`config.mk`:
```
export PLATFORM = sky130hd
export DESIGN_NAME = pr_resp_receiver
export DESIGN_NICKNAME = d
export VERILOG_FILES = /design/src/rtl/pr_resp_receiver.sv
export SDC_FILE = /design/constraint.sdc
export NUM_CORES = 1
export LEC_CHECK = 0
export ABC_CLOCK_PERIOD_IN_PS = 7940
export CAP_MARGIN = 0
export CORE_UTILIZATION = 64
export DETAILED_ROUTE_END_ITERATION = 7
export PLACE_DENSITY_LB_ADDON = 0.1
export SYNTH_ARGS = -nofsm -noshare
export SYNTH_HDL_FRONTEND = slang
export SYNTH_SLANG_ARGS = --single-unit
```
`constraint.sdc`:
```
create_clock -name clk -period 7.94 [get_ports clk]
set_input_delay 1.191 -clock clk [delete_from_list [all_inputs] [get_ports clk]]
set_output_delay 1.191 -clock clk [all_outputs]
set_load 0.05 [all_outputs]
```
`src/rtl/pr_resp_receiver.sv`:
```
// Response-side endpoint of the 21-bit response NoC for one pagerank quadrant.
// Issued requests are tagged with a per-destination sequence number. The requested
// node ID is held in a 4x8 outstanding scoreboard. Returning packets are matched
// against the scoreboard and queued in a small FIFO for the local compute engine.
module pr_resp_receiver #(
    parameter int WIDTH      = 16,
    parameter int NID_W      = 6,
    parameter int SEQ_W      = 3,
    parameter int FIFO_DEPTH = 4
) (
    input  logic               clk,
    input  logic               reset,
    input  logic               iss_valid,
    input  logic [1:0]         iss_quad,
    input  logic [NID_W-1:0]   iss_node,
    output logic               iss_ready,
    output logic [SEQ_W-1:0]   iss_seq,
    input  logic [WIDTH+4:0]   pkt_in,
    input  logic               pkt_write,
    output logic               val_valid,
    output logic [NID_W-1:0]   val_node,
    output logic [WIDTH-1:0]   val_value,
    input  logic               val_ready,
    output logic [5:0]         outstanding,
    output logic               idle,
    output logic               err_unsolicited,
    output logic               err_overflow
);

    localparam int SLOTS = 1 << SEQ_W;
    localparam int PTR_W = $clog2(FIFO_DEPTH);
    localparam int CNT_W = PTR_W + 1;
    localparam logic [CNT_W-1:0] FULL_CNT = CNT_W'(FIFO_DEPTH);

    // Scoreboard: valid bits and the per-quad tag counters are control state.
    // Node IDs are data and need no reset.
    logic [3:0][SLOTS-1:0] slotValid;
    logic [3:0][SEQ_W-1:0] nextSeq;
    logic [NID_W-1:0]      slotNode [4][SLOTS];

    // Matched-value FIFO
    logic [NID_W-1:0]      fifoNode [FIFO_DEPTH];
    logic [WIDTH-1:0]      fifoVal  [FIFO_DEPTH];
    logic [PTR_W-1:0]      wrPtr;
    logic [PTR_W-1:0]      rdPtr;
    logic [CNT_W-1:0]      count;

    logic [5:0]            outstandingCnt;
    logic                  errUnsol;
    logic                  errOvf;

    // Response packet fields
    logic [1:0]            pktQuad;
    logic [SEQ_W-1:0]      pktSeq;
    logic [WIDTH-1:0]      pktVal;

    logic                  issueFire;
    logic                  slotHit;
    logic                  pop;
    logic                  canPush;
    logic                  push;

    assign pktQuad = pkt_in[WIDTH+4:WIDTH+3];
    assign pktSeq  = pkt_in[WIDTH+2:WIDTH];
    assign pktVal  = pkt_in[WIDTH-1:0];

    // Readiness depends only on registered scoreboard state. Because of this,
    // an issue can never target the slot that a response frees in the same cycle.
    assign iss_seq   = nextSeq[iss_quad];
    assign iss_ready = ~slotValid[iss_quad][nextSeq[iss_quad]];
    assign issueFire = iss_valid & iss_ready;

    assign val_valid = (count != '0);
    assign pop       = val_valid & val_ready;
    // A full FIFO still takes a push when the head leaves in the same cycle.
    assign canPush   = (count < FULL_CNT) | pop;
    assign slotHit   = pkt_write & slotValid[pktQuad][pktSeq];
    assign push      = slotHit & canPush;

    assign val_node        = fifoNode[rdPtr];
    assign val_value       = fifoVal[rdPtr];
    assign outstanding     = outstandingCnt;
    assign idle            = (outstandingCnt == '0) && (count == '0);
    assign err_unsolicited = errUnsol;
    assign err_overflow    = errOvf;

    // Control state: slot valid bits, tag counters, FIFO pointers, counts, and sticky errors
    always_ff @(posedge clk) begin
        if (reset) begin
            slotValid      <= '0;
            nextSeq        <= '0;
            wrPtr          <= '0;
            rdPtr          <= '0;
            count          <= '0;
            outstandingCnt <= '0;
            errUnsol       <= 1'b0;
            errOvf         <= 1'b0;
        end else begin
            if (push) begin
                slotValid[pktQuad][pktSeq] <= 1'b0;
                wrPtr <= wrPtr + PTR_W'(1);
            end
            if (issueFire) begin
                slotValid[iss_quad][nextSeq[iss_quad]] <= 1'b1;
                nextSeq[iss_quad] <= nextSeq[iss_quad] + SEQ_W'(1);
            end
            if (pop) begin
                rdPtr <= rdPtr + PTR_W'(1);
            end
            count          <= count + CNT_W'(push) - CNT_W'(pop);
            outstandingCnt <= outstandingCnt + 6'(issueFire) - 6'(push);
            if (pkt_write && !slotValid[pktQuad][pktSeq]) begin
                errUnsol <= 1'b1;
            end
            if (slotHit && !canPush) begin
                errOvf <= 1'b1;
            end
        end
    end

    // Data storage: requested node IDs and FIFO entries, written without reset
    always_ff @(posedge clk) begin
        if (issueFire) begin
            slotNode[iss_quad][nextSeq[iss_quad]] <= iss_node;
        end
        if (push) begin
            fifoNode[wrPtr] <= slotNode[pktQuad][pktSeq];
            fifoVal[wrPtr]  <= pktVal;
        end
    end

endmodule

```
==> results.md <==
* Synth area leader: edfxtp_1
* Fillcell total at 1230
* Crit. End Element: output pin
* DR iter-0 viols at 692
* ANT cells at 0
* Final nets at 890
* Cell area after layout at 15700 um^2
* Number of synthesized register bits at 341
* Num ports at 70
* Num CTS Buffers at 34
* Total power per unit cell area at 263 nW/um^2
* Max-Cap Viols at 0
* Crit Path Max Fanout at 16
* RePlAce Congestion at 0.860
* Worst vdd ir at 0.216 mV
* Crit start category: primary input
* Top delay family on crit path: buffers and inverters
* WS Path Type: primary input to output pin
* Initial antenna violation count at 0
* Critical Path Max Stage Delay at 0.93 ns
* Vias at 7594
* Post-synthesis async set-or-reset flop share at 0
* Setup TNS at 0 ns
* FP Rows at 53
* Detailed Place HPWL at 18300 um
* CTS tree: done
* Tot Pwr at 4.12 mW
* Number of global-route vias before repair at 7823
* Required @ worst endpoint at 6.75 ns
* Global Route Usage Sum at 0.277
* Max Freq at 0.154 GHz
* Worst-path cell chain: clkdlybuf4s50_1, mux2_4, o21ai_4, inv_2, mux2_2, a222oi_1, and2_2, clkdlybuf4s50_1
* Largest net degree at the start of global routing at 44
* Syn nets at 826
* Mapped Cells at 775
* Detailed Route WL at 29200 um
* Yosys top cell area share at 0.607
* CP max-delay cell: clkdlybuf4s50_1
* Sink Count at 341
* Clock Latency Late Sink at 0.51 ns
* First-pass GRT wire length at 45300 um
* Final Max Slew Viols at 0
* GRT overflow at 0
* Status: finished, final reports clean
* Hold-fix buffers, CTS at 0
* Count leader, synth: edfxtp_1
* Netlist cell types at 46
* Critical Path Start: iss_quad[1]
* Hold path startpoint: err_unsolicited
* Post-CTS resize count at 0
* Die area at 22200 um^2
* First-pass DRT Iterations at 5
* IO buf count at 69
* Synth Cell Area at 13800 um^2
* Chip Width at 149 um
* Slew HR at 0.134
* Drt via density at 6.67
* Final Non-Filler Cells at 1138
* YS warnings at 0
* Starting density of the core at 0.656
* Setup bufs post-CTS at 0
* Post-DP Area at 14700 um^2
* Inst Count DP at 1078
* Detailed-route DRC error count at 0
* Antenna-violating nets left at 0
* Synth cell count leaders: 280 x edfxtp_1, 79 x mux4_2, 64 x nor2_1, 61 x dfxtp_1, 32 x o311ai_0
* Tcrit/Tclk final at 0.819
* P&R area growth vs syn at 13.2%
* Crit path DAT at 5.32 ns
* DIE HEIGHT at 149 um
* CTS H-tree lvls at 2
* Top cells by area in the synthesized netlist: edfxtp_1 61%, mux4_2 13%, dfxtp_1 8.8%, o311ai_0 2.0%, nor2_1 1.7%
* CTS max path bufs at 3
* Slew at the pin with the worst max-slew slack at 1.29 ns
* Leakage at 5.12 nW
* Post-synthesis average cell area at 17.9 um^2
* Final hold viol count at 0
* Core Area at 21100 um^2
* EDFF count, synth at 280
* Worst hold-check path type: flop to flop
* Share of layout cells above drive strength 1 at 0.168
* Worst Path Buf+Inv at 3
* Reg2reg start: nextSeq[6]
* Most used cell, CP: clkdlybuf4s50_1
* Layout Skew at 0.0188 ns
* Seq/Total Area, Yosys at 0.696
* Root buf cell: clkbuf_16
* RSZ-0062 raised after global routing: no
* Final-report setup violation count at 0
* Final min period at 6.51 ns
* Ys flop type: edfxtp_1
* DR WL/cell at 25.7 um
* Clk slew on worst S/H paths at 0.06 ns
## per-layer routing
| metal | GRT usage | up-vias | wire length (um) |
|---|---|---|---|
| met5 | 0 | - | 0 |
| met2 | 0.457 | 378 | 14600 |
| met4 | 0.0974 | 0 | 954 |
| met3 | 0.0538 | 72 | 2270 |
| met1 | 0.372 | 3874 | 11400 |
| li1 | - | 3270 | - |
## registers in the layout, summed over array words and instances (netlist names), named ones only
signal / flops
count: 3
err_overflow: 1
err_unsolicited: 1
fifoNode: 24
fifoVal: 64
nextSeq: 12
outstanding: 6
rdPtr: 2
slotNode: 192
slotValid: 32
wrPtr: 2
## layout make-up
type	count	area, um^2	share of cell area
Multi-Input combinational cell	369	3920	0.250
Sequential cell	341	9630	0.614
Tap cell	275	344	0.0220
Inverter	20	75.1	0.00479
Clock inverter	16	83.8	0.00535
Clock buffer	44	910	0.0580
Timing Repair Buffer	73	713	0.0455
## worst reg2reg max path: stages, from the launching register on
cell and delay [ns]:
dfxtp_1 0.32, mux2_4 0.27, o21ai_4 0.30, inv_2 0.21, mux2_2 0.32, a222oi_1 0.86
nand4_2 0.97, nor2_1 0.77
## logic make-up (layout without fill, tap and decap cells)
| group | count (synthesis) | in the layout | share of synthesized area |
|---|---|---|---|
| flip-flops | 341 | 341 | 0.696 |
| multiplexers | 107 | 107 | 0.160 |
| buffers and inverters | 65 | 153 | 0.0212 |
| adder cells (fa/ha/maj) | 17 | 17 | 0.0165 |
| XOR/XNOR | 10 | 10 | 0.00633 |
| AO/OA/AOI/OAI | 101 | 101 | 0.0521 |
| AND/OR/NAND/NOR | 134 | 134 | 0.0481 |
## placed cells by master (no fill, tap or decap), types with 3 or more instances in the layout
cell             count
a21oi_1              4
a22oi_1             28
and2_1               6
and3b_1              3
buf_4                5
clkbuf_1             9
clkbuf_16           35
clkdlybuf4s50_1     67
clkinv_1             6
clkinv_2             6
clkinvlp_4           3
dfxtp_1             61
edfxtp_1           280
ha_1                15
inv_1               19
mux2_2               4
mux2i_1             14
mux4_1               9
mux4_2              79
nand2_1             16
nand3_1             10
nand3b_1             3
nand4_1              8
nor2_1              64
nor2b_1              6
nor3b_1              3
o21ai_0             28
o21ai_1              4
o311ai_0            32
xnor2_1              6
xor2_1               4
## report_power, final
part	internal, mW	switching [mW]	total, mW
clock network	0.811	0.639	1.45
registers	1.97	0.0266	2.00
logic	0.266	0.407	0.673
total	3.05	1.07	4.12
## worst paths after layout
| check | end | cells past startpoint | slack [ns] |
|---|---|---|---|
| setup / recovery | iss_ready | 8 | 1.43 |
| hold / removal | err_unsolicited | 2 | 0.49 |
| setup reg to reg | slotNode[1][21] | 7 | 3.54 |
| hold reg to reg | err_unsolicited | 2 | 0.49 |
## through the flow
| step | hold slack, ns | util | setup WS, ns |
|---|---|---|---|
| finish | 0.494 | 0.743 | 1.43 |
| global placement | 0.450 | 0.696 | 1.63 |
| detailed placement | 0.495 | 0.696 | 1.49 |
| floorplan | 0.455 | - | 2.87 |
| CTS | 0.510 | 0.743 | 1.48 |
| global route | 0.533 | 0.743 | 1.29 |
(Power assumes the default switching activity.)
